<file path="config.mk">
export PLATFORM = sky130hd
export DESIGN_NAME = instruction_fetch_unit
export DESIGN_NICKNAME = d
export VERILOG_FILES = /design/src/rtl/instruction_fetch_unit_pkg.sv /design/src/rtl/fetch_queue.sv /design/src/rtl/instruction_fetch_unit.sv
export SDC_FILE = /design/constraint.sdc
export NUM_CORES = 1
export LEC_CHECK = 0
export ABC_AREA = 1
export BUFFER_PORTS_ARGS = -buffer_cell sky130_fd_sc_hd__buf_2
export CAP_MARGIN = 20
export CELL_PAD_IN_SITES_DETAIL_PLACEMENT = 0
export CELL_PAD_IN_SITES_GLOBAL_PLACEMENT = 2
export CORE_MARGIN = 8
export CORE_UTILIZATION = 30
export CTS_CLUSTER_DIAMETER = 80
export DETAILED_ROUTE_END_ITERATION = 8
export PLACE_DENSITY_LB_ADDON = 0.1
export SKIP_CTS_REPAIR_TIMING = 1
export SLEW_MARGIN = 10
export SYNTH_ARGS = -nofsm -noshare
export SYNTH_HDL_FRONTEND = slang
export SYNTH_SLANG_ARGS = --single-unit
</file>
<file path="constraint.sdc">
create_clock -name i_Clock -period 6.9 [get_ports i_Clock]
set_input_delay 0.345 -clock i_Clock [delete_from_list [all_inputs] [get_ports i_Clock]]
set_output_delay 0.345 -clock i_Clock [all_outputs]
set_load 0.01 [all_outputs]
</file>
<file path="src/rtl/instruction_fetch_unit_pkg.sv">
`default_nettype none
// +----------------------------------------------------------------------+
// | instruction_fetch_unit_pkg                                           |
// | Shared fetch-stage state encodings.                                  |
// | Rev 1.0                                                              |
// +----------------------------------------------------------------------+
package instruction_fetch_unit_pkg;

  localparam int FETCH_STATE_WIDTH = 1;

  typedef enum logic [FETCH_STATE_WIDTH-1:0] {
    FETCH_STATE_RUN   = 1'b0,
    FETCH_STATE_DRAIN = 1'b1
  } fetch_state_e;

endpackage
`default_nettype wire

</file>
<file path="src/rtl/fetch_queue.sv">
`default_nettype none
// +----------------------------------------------------------------------+
// | fetch_queue                                                          |
// | Small synchronous FIFO with flush; flush overrides push and pop.     |
// | Rev 1.0                                                              |
// +----------------------------------------------------------------------+
module fetch_queue #(
  parameter int WIDTH = 32,
  parameter int DEPTH = 2
) (
  input  logic                   i_Clock,
  input  logic                   i_Reset,
  input  logic                   i_flush,
  input  logic                   i_push,
  input  logic [WIDTH-1:0]       i_data,
  input  logic                   i_pop,
  output logic [WIDTH-1:0]       o_data,
  output logic                   o_full,
  output logic                   o_empty,
  output logic [$clog2(DEPTH):0] o_count
);

  localparam int PTR_W = $clog2(DEPTH);
  localparam int CNT_W = PTR_W + 1;

  logic [WIDTH-1:0] mem_q [DEPTH];
  logic [WIDTH-1:0] mem_d [DEPTH];
  logic [PTR_W-1:0] wr_ptr_q, wr_ptr_d;
  logic [PTR_W-1:0] rd_ptr_q, rd_ptr_d;
  logic [CNT_W-1:0] count_q, count_d;
  logic             do_push;
  logic             do_pop;

  assign o_full  = (count_q == CNT_W'(DEPTH));
  assign o_empty = (count_q == '0);
  assign o_count = count_q;
  assign o_data  = mem_q[rd_ptr_q];
  assign do_push = i_push && !o_full;
  assign do_pop  = i_pop && !o_empty;

  always_comb begin
    mem_d    = mem_q;
    wr_ptr_d = wr_ptr_q;
    rd_ptr_d = rd_ptr_q;
    count_d  = count_q;
    if (i_flush) begin
      wr_ptr_d = '0;
      rd_ptr_d = '0;
      count_d  = '0;
    end else begin
      if (do_push) begin
        mem_d[wr_ptr_q] = i_data;
        wr_ptr_d        = wr_ptr_q + 1'b1;
      end
      if (do_pop) begin
        rd_ptr_d = rd_ptr_q + 1'b1;
      end
      count_d = count_q + CNT_W'(do_push) - CNT_W'(do_pop);
    end
  end

  always_ff @(posedge i_Clock or posedge i_Reset) begin
    if (i_Reset) begin
      mem_q    <= '{default: '0};
      wr_ptr_q <= '0;
      rd_ptr_q <= '0;
      count_q  <= '0;
    end else begin
      mem_q    <= mem_d;
      wr_ptr_q <= wr_ptr_d;
      rd_ptr_q <= rd_ptr_d;
      count_q  <= count_d;
    end
  end

endmodule
`default_nettype wire

</file>
<file path="src/rtl/instruction_fetch_unit.sv">
`default_nettype none
// +----------------------------------------------------------------------+
// | instruction_fetch_unit                                               |
// | Decoupled fetch: credit-limited requests, prefetch queue, redirect.  |
// | Rev 1.0                                                              |
// +----------------------------------------------------------------------+
module instruction_fetch_unit
  import instruction_fetch_unit_pkg::*;
#(
  parameter int              XLEN        = 32,
  parameter logic [XLEN-1:0] RESET_PC    = 32'h0000_0000,
  parameter int              QUEUE_DEPTH = 2
) (
  input  logic            i_Clock,
  input  logic            i_Reset,
  input  logic            i_Redirect,
  input  logic [XLEN-1:0] i_Redirect_PC,
  output logic            o_Mem_Req_Valid,
  input  logic            i_Mem_Req_Ready,
  output logic [XLEN-1:0] o_Mem_Req_Addr,
  input  logic            i_Mem_Resp_Valid,
  input  logic [XLEN-1:0] i_Mem_Resp_Data,
  output logic            o_Instr_Valid,
  input  logic            i_Instr_Ready,
  output logic [XLEN-1:0] o_Instr,
  output logic [XLEN-1:0] o_Instr_PC
);

  localparam int CNT_W   = $clog2(QUEUE_DEPTH) + 1;
  localparam int ENTRY_W = 2 * XLEN;

  fetch_state_e     state_q, state_d;
  logic [XLEN-1:0]  fetch_pc_q, fetch_pc_d;
  logic [CNT_W-1:0] outstanding_q, outstanding_d;
  logic [CNT_W-1:0] drop_count_q, drop_count_d;

  logic               req_fire;
  logic               resp_fire;
  logic               resp_keep;
  logic               consume_fire;
  logic [CNT_W:0]     credit_used;
  logic [CNT_W-1:0]   queue_count;
  logic [CNT_W-1:0]   pend_count;
  logic               queue_full, queue_empty;
  logic               pend_full, pend_empty;
  logic [ENTRY_W-1:0] queue_head;
  logic [ENTRY_W-1:0] queue_in;
  logic [XLEN-1:0]    pend_head;
  logic               unused_status;

  // Credits cover queued entries plus requests in flight, so a response always finds room.
  assign credit_used     = {1'b0, queue_count} + {1'b0, outstanding_q};
  assign o_Mem_Req_Valid = (state_q == FETCH_STATE_RUN) &&
                           (credit_used < (CNT_W + 1)'(QUEUE_DEPTH));
  assign o_Mem_Req_Addr  = fetch_pc_q;

  assign req_fire     = o_Mem_Req_Valid && i_Mem_Req_Ready;
  assign resp_fire    = i_Mem_Resp_Valid && (outstanding_q != '0);
  assign resp_keep    = resp_fire && (state_q == FETCH_STATE_RUN) && !i_Redirect;
  assign consume_fire = o_Instr_Valid && i_Instr_Ready;
  assign queue_in     = {pend_head, i_Mem_Resp_Data};

  assign o_Instr_Valid = !queue_empty;
  assign o_Instr       = queue_empty ? '0 : queue_head[XLEN-1:0];
  assign o_Instr_PC    = queue_empty ? '0 : queue_head[ENTRY_W-1:XLEN];

  assign unused_status = ^{queue_full, pend_full, pend_empty, pend_count};

  always_comb begin
    state_d       = state_q;
    fetch_pc_d    = fetch_pc_q;
    drop_count_d  = drop_count_q;
    outstanding_d = outstanding_q + CNT_W'(req_fire) - CNT_W'(resp_fire);
    if (req_fire) begin
      fetch_pc_d = fetch_pc_q + XLEN'(4);
    end
    if ((state_q == FETCH_STATE_DRAIN) && resp_fire) begin
      drop_count_d = drop_count_q - 1'b1;
    end
    // Everything still in flight after this cycle, including a same-cycle request, is stale.
    if (i_Redirect) begin
      fetch_pc_d   = {i_Redirect_PC[XLEN-1:2], 2'b00};
      drop_count_d = outstanding_d;
      state_d      = (outstanding_d != '0) ? FETCH_STATE_DRAIN : FETCH_STATE_RUN;
    end else if ((state_q == FETCH_STATE_DRAIN) && (drop_count_d == '0)) begin
      state_d = FETCH_STATE_RUN;
    end
  end

  always_ff @(posedge i_Clock or posedge i_Reset) begin
    if (i_Reset) begin
      state_q       <= FETCH_STATE_RUN;
      fetch_pc_q    <= RESET_PC;
      outstanding_q <= '0;
      drop_count_q  <= '0;
    end else begin
      state_q       <= state_d;
      fetch_pc_q    <= fetch_pc_d;
      outstanding_q <= outstanding_d;
      drop_count_q  <= drop_count_d;
    end
  end

  fetch_queue #(
    .WIDTH (ENTRY_W),
    .DEPTH (QUEUE_DEPTH)
  ) u_instr_queue (
    .i_Clock (i_Clock),
    .i_Reset (i_Reset),
    .i_flush (i_Redirect),
    .i_push  (resp_keep),
    .i_data  (queue_in),
    .i_pop   (consume_fire),
    .o_data  (queue_head),
    .o_full  (queue_full),
    .o_empty (queue_empty),
    .o_count (queue_count)
  );

  fetch_queue #(
    .WIDTH (XLEN),
    .DEPTH (QUEUE_DEPTH)
  ) u_pend_fifo (
    .i_Clock (i_Clock),
    .i_Reset (i_Reset),
    .i_flush (i_Redirect),
    .i_push  (req_fire),
    .i_data  (fetch_pc_q),
    .i_pop   (resp_fire && (state_q == FETCH_STATE_RUN)),
    .o_data  (pend_head),
    .o_full  (pend_full),
    .o_empty (pend_empty),
    .o_count (pend_count)
  );

endmodule
`default_nettype wire

</file>
* After elaboration in Yosys (flattened, before gate mapping)
Cells that the tools add are included.
Word-level totals: output and inout port bits 98, bits of input ports 70, logic and storage cells 105, flip-flop bits (word level) 237
Operators by class: bitwise logic cells 6, equality and inequality tests 2, add/subtract/negate cells 13, reduce and logical (&&, ||, !) cells 32, mux-type cells 31, $lt $le $gt $ge 7
Operators with widths (number):
- 2-to-1 mux 32 bit | 8
- 2-to-1 mux 64 bit | 4
- bitwise mux 128 bit | 1
- bitwise mux 64 bit | 1
- demux 64 bit (select 1 bit) | 1
- adder 32 x 3 -> 32 bit (second input constant) | 1
- demux 32 bit (select 1 bit) | 1
- nonzero test 2 bit | 8
- logical AND 1 bit | 14
- 2-to-1 mux 1 bit | 11
- greater-or-equal comparator 2 bit (second input constant) | 4
- 2-to-1 mux 2 bit | 4
- inverter 1 -> 2 bit | 4
- adder 2 x 1 -> 2 bit | 3
- logical NOT 2 bit | 3
- subtractor 2 x 1 -> 2 bit | 3
- logical NOT 1 bit | 5
- adder 1 bit (second input constant) | 4
- == test 2 bit (second input constant) | 2
- < comparator 2 x 1 -> 1 bit (second input constant) | 2
- AND reduction 2 bit | 2
- adder 2 x 2 -> 3 bit | 1
- < comparator 3 x 2 -> 1 bit (second input constant) | 1
- inverter 1 bit | 2
- subtractor 2 x 1 -> 2 bit (second input constant) | 1

* Depth between registers and ports, before layout
Gate-level depths: netlist of run 1.
depth in word-level cells 9, mapped depth 13, mapped depth without buffers 13

* Modules after synthesis
A second synthesis of run 1 with hierarchy kept.
Second synthesis, totals: cells, all modules 1766, area, all modules 12721.0 sq um
Modules (own cells, without submodules):
- fetch_queue (u_instr_queue) | sequential area each 3303.2 sq um, cells each 812, times used 1, area an instance 6342.3 sq um
- fetch_queue (u_pend_fifo) | sequential area each 1701.6 sq um, cells each 423, times used 1, area an instance 3303.2 sq um
- instruction_fetch_unit | sequential area each 875.8 sq um, cells each 531, times used 1, area an instance 3075.4 sq um

* Least setup slack after synthesis of run 1
Ideal clock, no wire load.
kind reg2reg, start point register outstanding_q[0], end point register drop_count_q[1], slack 4.599 ns, arrival time 2.175 ns, required time 6.774 ns, stages on the path, launching flop included 14, setup time 0.126 ns, path through dfrtp_1 -> nand2_1 -> inv_1 -> fa_1 -> nor2_4 -> nand3_4 -> ha_1 -> inv_1 -> ha_1 -> xor2_1 -> xnor2_1 -> inv_1 -> nand2_1 -> o21ai_0
Between the ends: longest elaborated chain between the ends 7, elaborated cells on any way between the ends 11, those cells by class add/sub: 3; order compare: 1; mux: 2; reduce/logical: 5
RTL lines:
- from (decl) | RTL line instruction_fetch_unit.sv:34 | logic [CNT_W-1:0] outstanding_q, outstanding_d;
- from (signal assigned) | RTL line instruction_fetch_unit.sv:99 | outstanding_q <= outstanding_d;
- adder 2 x 2 -> 3 bit | RTL line instruction_fetch_unit.sv:52 | assign credit_used = {1'b0, queue_count} + {1'b0, outstanding_q};
- < comparator 3 x 2 -> 1 bit | RTL line instruction_fetch_unit.sv:54 | (credit_used < (CNT_W + 1)'(QUEUE_DEPTH));
- logical AND 1 bit | RTL line instruction_fetch_unit.sv:53 | assign o_Mem_Req_Valid = (state_q == FETCH_STATE_RUN) &&
- logical AND 1 bit | RTL line instruction_fetch_unit.sv:57 | assign req_fire = o_Mem_Req_Valid && i_Mem_Req_Ready;
- adder 2 x 1 -> 2 bit | RTL line instruction_fetch_unit.sv:73 | outstanding_d = outstanding_q + CNT_W'(req_fire) - CNT_W'(resp_fire);
- subtractor 2 x 1 -> 2 bit (*) | RTL line instruction_fetch_unit.sv:73
- via outstanding_d[1] | RTL line instruction_fetch_unit.sv:34
- 2-to-1 mux 2 bit (*) | RTL line instruction_fetch_unit.sv:81 | if (i_Redirect) begin
- via drop_count_d[1] | RTL line instruction_fetch_unit.sv:35 | logic [CNT_W-1:0] drop_count_q, drop_count_d;
- to (signal assigned) | RTL line instruction_fetch_unit.sv:100 | drop_count_q <= drop_count_d;
- to (decl) | RTL line instruction_fetch_unit.sv:35
The timed path passes the listed nets; every way through them passes the cells marked *. A chain may end at the register's enable or synchronous reset.

* Final worst setup path of run 1
start point register u_instr_queue.rd_ptr_q, end point output port o_Instr_PC[13]
Between the ends: longest elaborated chain between the ends 5
RTL lines:
- from (decl) | RTL line fetch_queue.sv:29 | logic [PTR_W-1:0] rd_ptr_q, rd_ptr_d;
- from (signal assigned) | RTL line fetch_queue.sv:71 | rd_ptr_q <= rd_ptr_d;
- inverter 1 -> 2 bit (implied by the code) | RTL line fetch_queue.sv:37 | assign o_data = mem_q[rd_ptr_q];
- 2-to-1 mux 64 bit (implied by the code) (3 in a row) | RTL line fetch_queue.sv:37
- 2-to-1 mux 32 bit | RTL line instruction_fetch_unit.sv:65 | assign o_Instr_PC = queue_empty ? '0 : queue_head[ENTRY_W-1:XLEN];
- to (decl) | RTL line instruction_fetch_unit.sv:26 | output logic [XLEN-1:0] o_Instr_PC
Every way passes these cells. The select of a mux whose other input is x is not followed.

==> summary.md, run 1 <==
| Metric | Value |
|---|---|
| Kind of critical path | `reg2out` |
| Post-synth EDFFs | `0` |
| WL final | `36.2 mm` |
| Nets@finish | `1671` |
| Core area | `37400 um^2` |
| First-pass GRT wire length | `between 50 and 60 mm` |
| Via density | `4.56` |
| Max frequency | `0.314 GHz` |
| DRT iter0 DRCs | `513` |
| Iteration count of the initial detailed-routing pass | `5` |
| Max VDD drop | `~0.18 mV` |
| Inst Count DP | `2072` |
| Clk slew on worst S/H paths | `60 ps` |
| Fillers | `4137` |
| Worst hold slack | `15.0 ps` |
| Tcrit/Tclk final | `46.1%` |
| Tmin final | `3180 ps` |
| # setup viols final | `0` |
| Initial antenna violation count | `1` |
| Root Driver | `clkbuf_16` |
| Count of different cell masters after synthesis | `35` |
| Vias | `about 9700` |
| Largest net degree at the start of global routing | `140` |
| Worst R2R Setup Slack | `4020 ps` |
| Initial Util | `30.2%` |
| Status | `completed` |
| H-Tree Depth | `1` |
| Top-area cell type share of the netlist area | `50.3%` |
| Clock power frac | `24.7%` |
| GPL Wtd Cong | `approximately 0.75` |
| TritonCTS buffer count | `29` |
| Syn avg cell area | `7.67 um^2` |
| Tot GR Track Use | `between 10% and 20%` |
| Yosys top cell by area | `dfrtp_1` |
| Switch Pwr | `0.00231 W` |
| Most frequent cells in the layout | `591 x nand2_1, 225 x dfrtp_1, 161 x buf_2` |
| Post-synthesis sequential area ratio | `50.3%` |
| Wirelength per Cell | `17.1 um` |
| Vias in the first global route | `9814` |
| Critical Path Fanout Max | `65` |
| Fin cells | `2121` |
| FF+latch count, synth | `227` |
| Synth Instances | `1473` |
| Hold Crit Class | `in2reg` |
| Data required, critical path | `approximately 6600 ps` |
| Critical Path AT | `2840 ps` |
| TritonCTS clock tree | `built` |
| Fin worst setup slack | `3720 ps` |
| Synthesized cell area | `about 11000 um^2` |
| Sw Ratio | `between 40% and 50%` |
| Share of cells above drive strength 1 | `16.5%` |
| Die area | `approximately 44000 um^2` |
| Max-Cap Viols | `0` |
| Worst-margin pin slew | `between 800 and 900 ps` |
| Top_reg_cell synth | `dfrtp_1` |
| Yosys warns | `0` |
| # diodes | `0` |
| Pre-CTS WS | `roughly 3700 ps` |
| Commonest non-fill, non-tap cell in the layout | `nand2_1` |
| Remaining DRCs | `0` |
| Overflow left after global routing | `0` |
| Clock latency at the later pin of the worst-skew pair | `550 ps` |
| Flop pwr share | `40.6%` |
| CTS max path bufs | `3` |
| CP Launch Type | `flop` |
| FFs w/ async S/R, synth | `100%` |
| Final setup TNS | `0 ps` |
| Lkg Pwr | `6.71 nW` |
| Unrepaired setup endpoints after global routing | `false` |
| Max-slew headroom | `40.2%` |
| P_int | `0.00339 W` |
| Setup crit end kind | `output pin` |
| Die Ht | `about 210 um` |
| CTS Sinks | `between 200 and 250` |
| Layout overhead on the synthesized area | `17.8%` |
| Logic gate share of total power | `34.7%` |
| DP HPWL | `22.6 mm` |
| Final hold violations | `0` |
| Fin Clk Skew | `8.60 ps` |
| Max-slew violations | `0` |
| Top Ports | `roughly 170` |
| Die width | `210 um` |
| PortBufs | `161` |
| PD cells | `429 nW/um^2` |
| Row count | `a little over 70` |
| Post-DRT Antenna Nets | `0` |
| Area contributors post-synth | `dfrtp_1 50%, nand2_1 20%, nand3_1 6.8%, o21ai_0 5.1%, inv_1 3.7%` |
| Final core area utilization | `35.6%` |
[worst max-delay path, stage by stage, from the launching register on]
cell and delay (ps):
dfrtp_4 800, inv_2 240, buf_4 610, nand2_1 110
a21oi_1 300, buf_2 200
[per-stage QoR]
stage | total power (W) | instance area, um^2
3_3_place_gp | 0.00433 | 12400
3_5_place_dp | 0.00436 | 12400
6_report | 0.00570 | 13300
4_1_cts | 0.00582 | 13300
5_1_grt | 0.00621 | 13300
2_1_floorplan | 0.00361 | 11300
[layer usage]
metal,GRT usage [%],up-vias,share of wire [%]
met5,0,-,0.025
met1,23.1,4550,49
met3,2.58,42,4.3
met2,26.1,195,45
met4,3.50,2,1.7
li1,-,4892,-
[sequential cells by signal, summed over array words and instances, names as in the netlist]
name / flops
u_instr_queue.wr_ptr_q: 1
o_Mem_Req_Addr: 30
u_pend_fifo.wr_ptr_q: 1
drop_count_q: 2
u_instr_queue.mem_q: 124
u_pend_fifo.rd_ptr_q: 1
u_instr_queue.rd_ptr_q: 1
u_instr_queue.o_count: 2
u_pend_fifo.o_count: 2
state_q: 1
u_pend_fifo.mem_q: 60
outstanding_q: 2
[final timing paths]
kind / from / end / cells past startpoint
max reg2reg: outstanding_q[1]$_DFF_PP0_ / u_instr_queue.mem_q[68]$_DFFE_PP0P_ / 9
max: u_instr_queue.rd_ptr_q$_DFFE_PP0P_ / o_Instr_PC[13] / 5
max in group asynchronous: i_Reset / u_instr_queue.rd_ptr_q$_DFFE_PP0P_ / 4
min in group asynchronous: i_Reset / u_instr_queue.mem_q[7]$_DFFE_PP0P_ / 3
min reg2reg: u_instr_queue.mem_q[126]$_DFFE_PP0P_ / u_instr_queue.mem_q[126]$_DFFE_PP0P_ / 2
min: i_Redirect_PC[18] / o_Mem_Req_Addr[18]$_DFFE_PP0P_ / 3
[cell usage after synthesis, types with 2 or more instances]
cell      count
nand4_1       2
buf_2        23
nor2_2        9
o21ai_1       2
xor2_1        5
dfrtp_1     227
clkbuf_1     36
o21ai_2      26
inv_2         4
nand2_2       3
a21oi_1      63
inv_1       112
xnor2_1       6
o21ai_0     114
o211ai_1      5
nor2_1       44
nand2_1     591
nand3_1     153
buf_4        13
buf_6         8
clkbuf_2      3
ha_1          7
buf_1         5
[kinds of logic (layout without fill, tap and decap cells)]
| group | Yosys count | count (layout) | synth area share (%) |
|---|---|---|---|
| and+or+nand+nor | 808 | 808 | 29.2 |
| AOI/OAI and AO/OA | 214 | 214 | 10.6 |
| DFF | 227 | 227 | 50.3 |
| xor gates and xnor gates | 11 | 11 | 0.853 |
| adders and majority gates | 8 | 8 | 0.953 |
| buffers and inverters | 204 | 338 | 8.03 |
| other | 1 | 4 | 0.0332 |
[power by group through the flow]
stage               Sequential (W)  Combinational (W)  Clock, W
floorplan                  0.00220            0.00141         0
global placement           0.00233            0.00199         0
detailed placement         0.00233            0.00202         0
CTS                        0.00232            0.00203   0.00147
global route               0.00239            0.00229   0.00152
finish                     0.00232            0.00198   0.00141
[area by class of cell]
cell class	count	area (um^2)	area share (%)
clock buffer	44	852	6.41
tap	511	639	4.81
sequential	227	5690	42.7
clock inverter	4	20.0	0.151
inverter	116	443	3.33
multi-input combinational	1045	4740	35.7
timing repair buffer	174	918	6.90
(Power assumes the default switching activity.)
==> inputs of run 2 (changes only) <==
==> constraint.sdc (replaced) <==
create_clock -name i_Clock -period 2.6 [get_ports i_Clock]
set_input_delay 0.13 -clock i_Clock [delete_from_list [all_inputs] [get_ports i_Clock]]
set_output_delay 0.13 -clock i_Clock [all_outputs]
set_load 0.01 [all_outputs]
==> run 2 against run 1 <==
Global-route usage up 0.19 points. Flip-flop and latch count unchanged. Clock skew up 4.3 ps. Critical path depth up 9. Core utilization up 2.6 points. Wire length up 1.3%. Non-clock buffer count up 83. Register-to-register slack worse by 3800 ps. Worst setup slack worse by 3500 ps. Final cell count up 4.1%. Critical path type is now reg2reg. Largest power group unchanged.
==> summary.md, run 2 (synthesis results as in run 1) <==
| Metric | Value |
|---|---|
| Status | `completed (unchanged)` |
| # setup viols final | `0 (unchanged)` |
| Hold Crit Class | `in2reg (unchanged)` |
| Clk slew on worst S/H paths | `60 ps (about the same)` |
| Worst reg2reg path depth | `14 (was 9)` |
| Layout overhead on the synthesized area | `26.4% (was 17.8%)` |
| Largest net degree at the start of global routing | `66 (was 140)` |
| Kind of critical path | `reg2reg (was reg2out)` |
| CTS max path bufs | `3 (unchanged)` |
| Share of cells above drive strength 1 | `17.2% (was 16.5%)` |
| Biggest register | `u_instr_queue.mem_q (unchanged)` |
| Max stage delay on crit path | `460 ps (was 800 ps)` |
| Max frequency | `0.415 GHz` |
| Most frequent cells in the layout | `591 x nand2_1, 225 x dfrtp_1, 161 x buf_2 (unchanged)` |
| Die width | `210 um (unchanged)` |
| Top Ports | `168 (unchanged)` |
| TritonCTS clock tree | `built (unchanged)` |
| Row count | `71 (unchanged)` |
| Design Area, Final | `14300 um^2 (was 13300 um^2)` |
| Root Driver | `clkbuf_16 (unchanged)` |
| Vias in the first global route | `9976 (was 9814)` |
| WL final | `36.7 mm (was 36.2 mm)` |
| PD cells | `1100 nW/um^2 (was 429 nW/um^2)` |
| Max-slew headroom | `43.8% (was 40.2%)` |
| CP Buf/Inv Count | `3 (unchanged)` |
| Tcrit/Tclk final | `92.7%` |
| Tmin final | `2410 ps` |
| Commonest non-fill, non-tap cell in the layout | `nand2_1 (unchanged)` |
| Max VDD drop | `0.713 mV (was 0.183 mV)` |
| Tot GR Track Use | `16.5% (was 16.3%)` |
| Lkg Pwr | `7.14 nW (was 6.71 nW)` |
| TritonCTS buffer count | `28 (was 29)` |
| Crit path cell chain | `nand2_1 > inv_1 > fa_2 > nor2_4 > nand3_4 > ha_1 > inv_1 > ha_1 > xor2_1 > xnor2_1 > buf_4 > nand2_1 > nand2_1 > nand2_1 (was inv_2 > buf_4 > nand2_1 > a21oi_1 > buf_2)` |
| Setup crit end kind | `flop (was output pin)` |
| Max-Cap Viols | `0 (unchanged)` |
| Core area | `37400 um^2 (unchanged)` |
| Cell repeated most along the worst path | `nand2_1` |
| Wirelength per Cell | `16.6 um (was 17.1 um)` |
| Critical Path Slowest Stage Cell | `fa_2 (was dfrtp_4)` |
| Data required, critical path | `3020 ps (was 6550 ps)` |
| PortBufs | `161 (unchanged)` |
| Die area | `44100 um^2 (unchanged)` |
| Clock latency at the later pin of the worst-skew pair | `540 ps (was 550 ps)` |
| CP Launch Type | `flop (unchanged)` |
| Placement Cell Area | `12600 um^2 (was 12400 um^2)` |
| Initial antenna violation count | `0 (was 1)` |
| DRT iter0 DRCs | `577 (was 513)` |
| CTS Sinks | `227 (unchanged)` |
| Unrepaired setup endpoints after global routing | `false (unchanged)` |
| GPL Wtd Cong | `0.772 (was 0.752)` |
| Overflow left after global routing | `0 (unchanged)` |
| Fin worst setup slack | `190 ps (was 3720 ps)` |
| Via density | `4.52 (was 4.56)` |
| Pre-CTS WS | `51.8 ps (was 3700 ps)` |
| Inst Count DP | `2088 (was 2072)` |
| Post-DRT Antenna Nets | `0 (unchanged)` |
| Worst-margin pin slew | `843 ps (was 897 ps)` |
| CP delay by family, top | `adder cells (was buffers and inverters)` |
| Nets@finish | `1753 (was 1671)` |
| Final core area utilization | `38.2% (was 35.6%)` |
| DP HPWL | `23.8 mm (was 22.6 mm)` |
| # diodes | `0 (unchanged)` |
| Iteration count of the initial detailed-routing pass | `5 (unchanged)` |
| WP depth | `14 (was 5)` |
| Critical Path AT | `2830 ps (was 2840 ps)` |
| WHS Path Cells | `4 (was 3)` |
| Worst hold slack | `23.5 ps (was 15.0 ps)` |
| Max-slew violations | `0 (unchanged)` |
| Die Ht | `210 um (unchanged)` |
| First-pass GRT wire length | `58.8 mm (was 58.0 mm)` |
| Initial Util | `30.2% (unchanged)` |
| Vias | `9969 (was 9681)` |
| Fin Clk Skew | `12.9 ps (was 8.60 ps)` |
| Max FFs per register | `124 (unchanged)` |
| Fin cells | `2207 (was 2121)` |
| H-Tree Depth | `1 (unchanged)` |
| Critical Path Fanout Max | `3 (was 65)` |
| Remaining DRCs | `0 (unchanged)` |
| Final hold violations | `0 (unchanged)` |
[run 2: where the power goes]
group          switching [W]  total (W)  internal (W)
registers           0.000983    0.00602       0.00503
clock network        0.00153    0.00398       0.00244
logic                0.00371    0.00574       0.00203
total                0.00623     0.0157       0.00950
[run 2: per-stage QoR]
step                setup TNS (ps)  total power, W
floorplan                  -112590         0.00958
finish                           0          0.0157
global placement                 0          0.0117
global route                     0          0.0171
CTS                              0          0.0159
detailed placement               0          0.0118
[run 2: final timing paths]
path	slack [ps]	end	startpoint
min reg2reg	470	u_instr_queue.mem_q[80]$_DFFE_PP0P_	u_instr_queue.mem_q[80]$_DFFE_PP0P_
max reg2reg	190	state_q$_DFFE_PP0P_	outstanding_q[0]$_DFF_PP0_
max in group asynchronous	1480	o_Mem_Req_Addr[28]$_DFFE_PP0P_	i_Reset
min in group asynchronous	190	u_instr_queue.mem_q[2]$_DFFE_PP0P_	i_Reset
min	20	u_instr_queue.rd_ptr_q$_DFFE_PP0P_	i_Instr_Ready
max	190	state_q$_DFFE_PP0P_	outstanding_q[0]$_DFF_PP0_
[run 2: routing by layer]
layer  vias up  share of wire, %  wire (um)  global-route usage, %
li1       5076                 -          -                      -
met1      4673                49      17900                   23.2
met2       185                46      16800                   27.0
met3        35               3.6       1340                   2.42
met4         0               1.6        594                   3.26
met5         -                 0          0                      0
[run 2: worst reg2reg max path: cells and delay by family (launching register included)]
family	cells	cell delay, ps
xor gates and xnor gates	2	380
buffers and inverters	3	260
adders and majority gates	3	910
and+or+nand+nor	6	400
DFF	1	370
[run 2: final cells by class]
| cell class | instances | area (um^2) |
|---|---|---|
| Timing Repair Buffer | 257 | 1810 |
| Fill cell | 3991 | 23100 |
| Inverter | 116 | 439 |
| Clock buffer | 46 | 900 |
| Multi-Input combinational cell | 1045 | 4750 |
| Clock inverter | 5 | 53.8 |
| Tap cell | 511 | 639 |
| Sequential cell | 227 | 5680 |
==> inputs of run 3 (changes only) <==
==> constraint.sdc (replaced) <==
create_clock -name i_Clock -period 2.6 [get_ports i_Clock]
set_input_delay 0.52 -clock i_Clock [delete_from_list [all_inputs] [get_ports i_Clock]]
set_output_delay 0.52 -clock i_Clock [all_outputs]
set_load 0.01 [all_outputs]
==> run 3 against run 2 <==
Critical path depth down 9. Final area down 3.5%. Final cell count down 2.5%. Non-clock buffer count down 57. Global-route usage down 0.074 points. Clock skew down 2.1 ps. Critical endpoint is now o_Mem_Req_Valid.
==> summary.md, run 3 (synthesis results as in run 1) <==
| Metric | Value |
|---|---|
| # diodes | `0 (unchanged)` |
| Remaining DRCs | `0 (unchanged)` |
| Iteration count of the initial detailed-routing pass | `5 (unchanged)` |
| Die width | `210 um (unchanged)` |
| Final setup TNS | `0 ps (unchanged)` |
| Final hold violations | `0 (unchanged)` |
| Die Ht | `210 um (unchanged)` |
| Worst hold slack | `191 ps (was 23.5 ps)` |
| Worst reg2reg path depth | `13 (was 14)` |
| Hold Crit Class | `in2reg (unchanged)` |
| Max-Cap Viols | `0 (unchanged)` |
| Switch Pwr | `0.00626 W (was 0.00623 W)` |
| Max-slew violations | `0 (unchanged)` |
| Status | `completed (unchanged)` |
| Top Ports | `168 (unchanged)` |
| Tot GR Track Use | `16.4% (was 16.5%)` |
| H-Tree Depth | `1 (unchanged)` |
| CTS Sinks | `227 (unchanged)` |
| Data required, critical path | `2080 ps (was 3020 ps)` |
| Row count | `71 (unchanged)` |
| Lkg Pwr | `6.95 nW (was 7.14 nW)` |
| Placement Cell Area | `12800 um^2 (was 12600 um^2)` |
| DRT iter0 DRCs | `470 (was 577)` |
| Clk slew on worst S/H paths | `60 ps (about the same)` |
| Reg2reg start | `outstanding_q[0]$_DFF_PP0_ (unchanged)` |
| First-pass GRT wire length | `58.6 mm (was 58.8 mm)` |
| Share of cells above drive strength 1 | `18.3% (was 17.2%)` |
| PortBufs | `161 (unchanged)` |
| Fin Clk Skew | `10.9 ps (was 12.9 ps)` |
| TritonCTS buffer count | `29 (was 28)` |
| Biggest register | `u_instr_queue.mem_q (unchanged)` |
| # setup viols final | `0 (unchanged)` |
| Most frequent cells in the layout | `590 x nand2_1, 225 x dfrtp_1, 161 x buf_2 (was 591 x nand2_1, 225 x dfrtp_1, 161 x buf_2)` |
| P_int | `0.00947 W (was 0.00950 W)` |
| Root Driver | `clkbuf_16 (unchanged)` |
| PD cells | `1140 nW/um^2 (was 1100 nW/um^2)` |
| Max frequency | `0.400 GHz (was 0.415 GHz)` |
| Die area | `44100 um^2 (unchanged)` |
| DP HPWL | `24.0 mm (was 23.8 mm)` |
| Sw Ratio | `39.8% (was 39.6%)` |
| Clock latency at the later pin of the worst-skew pair | `540 ps (about the same)` |
| Vias | `9710 (was 9969)` |
| Post-DRT Antenna Nets | `0 (unchanged)` |
| Tmin final | `2500 ps (was 2410 ps)` |
| Max-slew headroom | `51.9% (was 43.8%)` |
| CP startpoint | `outstanding_q[0]$_DFF_PP0_ (unchanged)` |
| Max FFs per register | `124 (unchanged)` |
| Logic gate share of total power | `36.3% (was 36.5%)` |
| Design Area, Final | `13800 um^2 (was 14300 um^2)` |
| Layout overhead on the synthesized area | `21.9% (was 26.4%)` |
| WL final | `36.2 mm (was 36.7 mm)` |
| Largest net degree at the start of global routing | `65 (was 66)` |
| Commonest non-fill, non-tap cell in the layout | `nand2_1 (unchanged)` |
| CTS max path bufs | `3 (unchanged)` |
| Nets@finish | `1697 (was 1753)` |
| TritonCTS clock tree | `built (unchanged)` |
| Via density | `4.51 (was 4.52)` |
| WHS Path Cells | `3 (was 4)` |
| Overflow left after global routing | `0 (unchanged)` |
| Wirelength per Cell | `16.8 um (was 16.6 um)` |
| Kind of critical path | `reg2out (was reg2reg)` |
| Max VDD drop | `0.583 mV (was 0.713 mV)` |
| CP Launch Type | `flop (unchanged)` |
| Final total power | `0.0157 W (about the same)` |
| Tcrit/Tclk final | `96.3% (was 92.7%)` |
| Initial Util | `30.2% (unchanged)` |
| Initial antenna violation count | `0 (unchanged)` |
| Vias in the first global route | `9970 (was 9976)` |
| Critical Path AT | `1980 ps (was 2830 ps)` |
| Clock power frac | `25.3% (about the same)` |
| Unrepaired setup endpoints after global routing | `false (unchanged)` |
| Flop pwr share | `38.3% (about the same)` |
| Core area | `37400 um^2 (unchanged)` |
| Fillers | `4100 (was 3991)` |
| Setup crit end kind | `output pin (was flop)` |
| Critical Path Fanout Max | `3 (unchanged)` |
| Hold_sp | `i_Redirect_PC[14] (was i_Instr_Ready)` |
| GPL Wtd Cong | `0.770 (was 0.772)` |
| Worst-margin pin slew | `714 ps (was 843 ps)` |
==> run 3: final cells by class <==
type	count	area (um^2)	share of cell area, %
flip-flops and latches	227	5680	41.3
multi-input cells	1045	4750	34.5
repair buffers	200	1310	9.54
clock buffers	41	831	6.03
well taps	511	639	4.64
inverters	116	442	3.21
clock inverters	12	114	0.827
==> run 3: layer usage <==
metal	track usage (%)	share of wire [%]	wire length (um)	vias to the layer above
met5	0	0	0	-
met4	3.79	1.9	694	0
met3	2.32	3.9	1410	38
met2	26.4	45	16400	182
met1	23.3	49	17700	4530
li1	-	-	-	4960
==> run 3: through the flow <==
| step | util [%] | instances | worst slack [ps] |
|---|---|---|---|
| CTS | 36.7 | 2148 | -28.9 |
| floorplan | - | 1476 | -886 |
| detailed placement | 34.2 | 2095 | 164 |
| global placement | 34.2 | 2095 | 138 |
| finish | 36.8 | 2152 | 97.4 |
| global route | 36.8 | 2152 | 2.30 |
==> run 3: worst paths after layout <==
| path | endpoint | slack (ps) |
|---|---|---|
| setup / recovery | o_Mem_Req_Valid | 100 |
| hold / removal | o_Mem_Req_Addr[14]$_DFFE_PP0P_ | 190 |
| setup reg to reg | drop_count_q[1]$_DFF_PP0_ | 200 |
| hold reg to reg | u_instr_queue.mem_q[86]$_DFFE_PP0P_ | 470 |
| max in group asynchronous | o_Mem_Req_Addr[28]$_DFFE_PP0P_ | 1230 |
| min in group asynchronous | u_instr_queue.mem_q[103]$_DFFE_PP0P_ | 550 |
==> run 3: worst max-delay path, stage by stage (launching register included) <==
cell,delay (ps)
dfrtp_1,400
nand2_2,80
inv_2,40
fa_1,510
nor3_1,240
buf_2,170
==> run 3: power groups by stage <==
stage                     Sequential, W  Combinational (W)  Clock, W
final                           0.00602            0.00572   0.00399
after detailed placement        0.00608            0.00579         0
after global routing            0.00624            0.00658   0.00426
after floorplan                 0.00585            0.00374         0
after CTS                       0.00603            0.00582   0.00411
after global placement          0.00605            0.00575         0
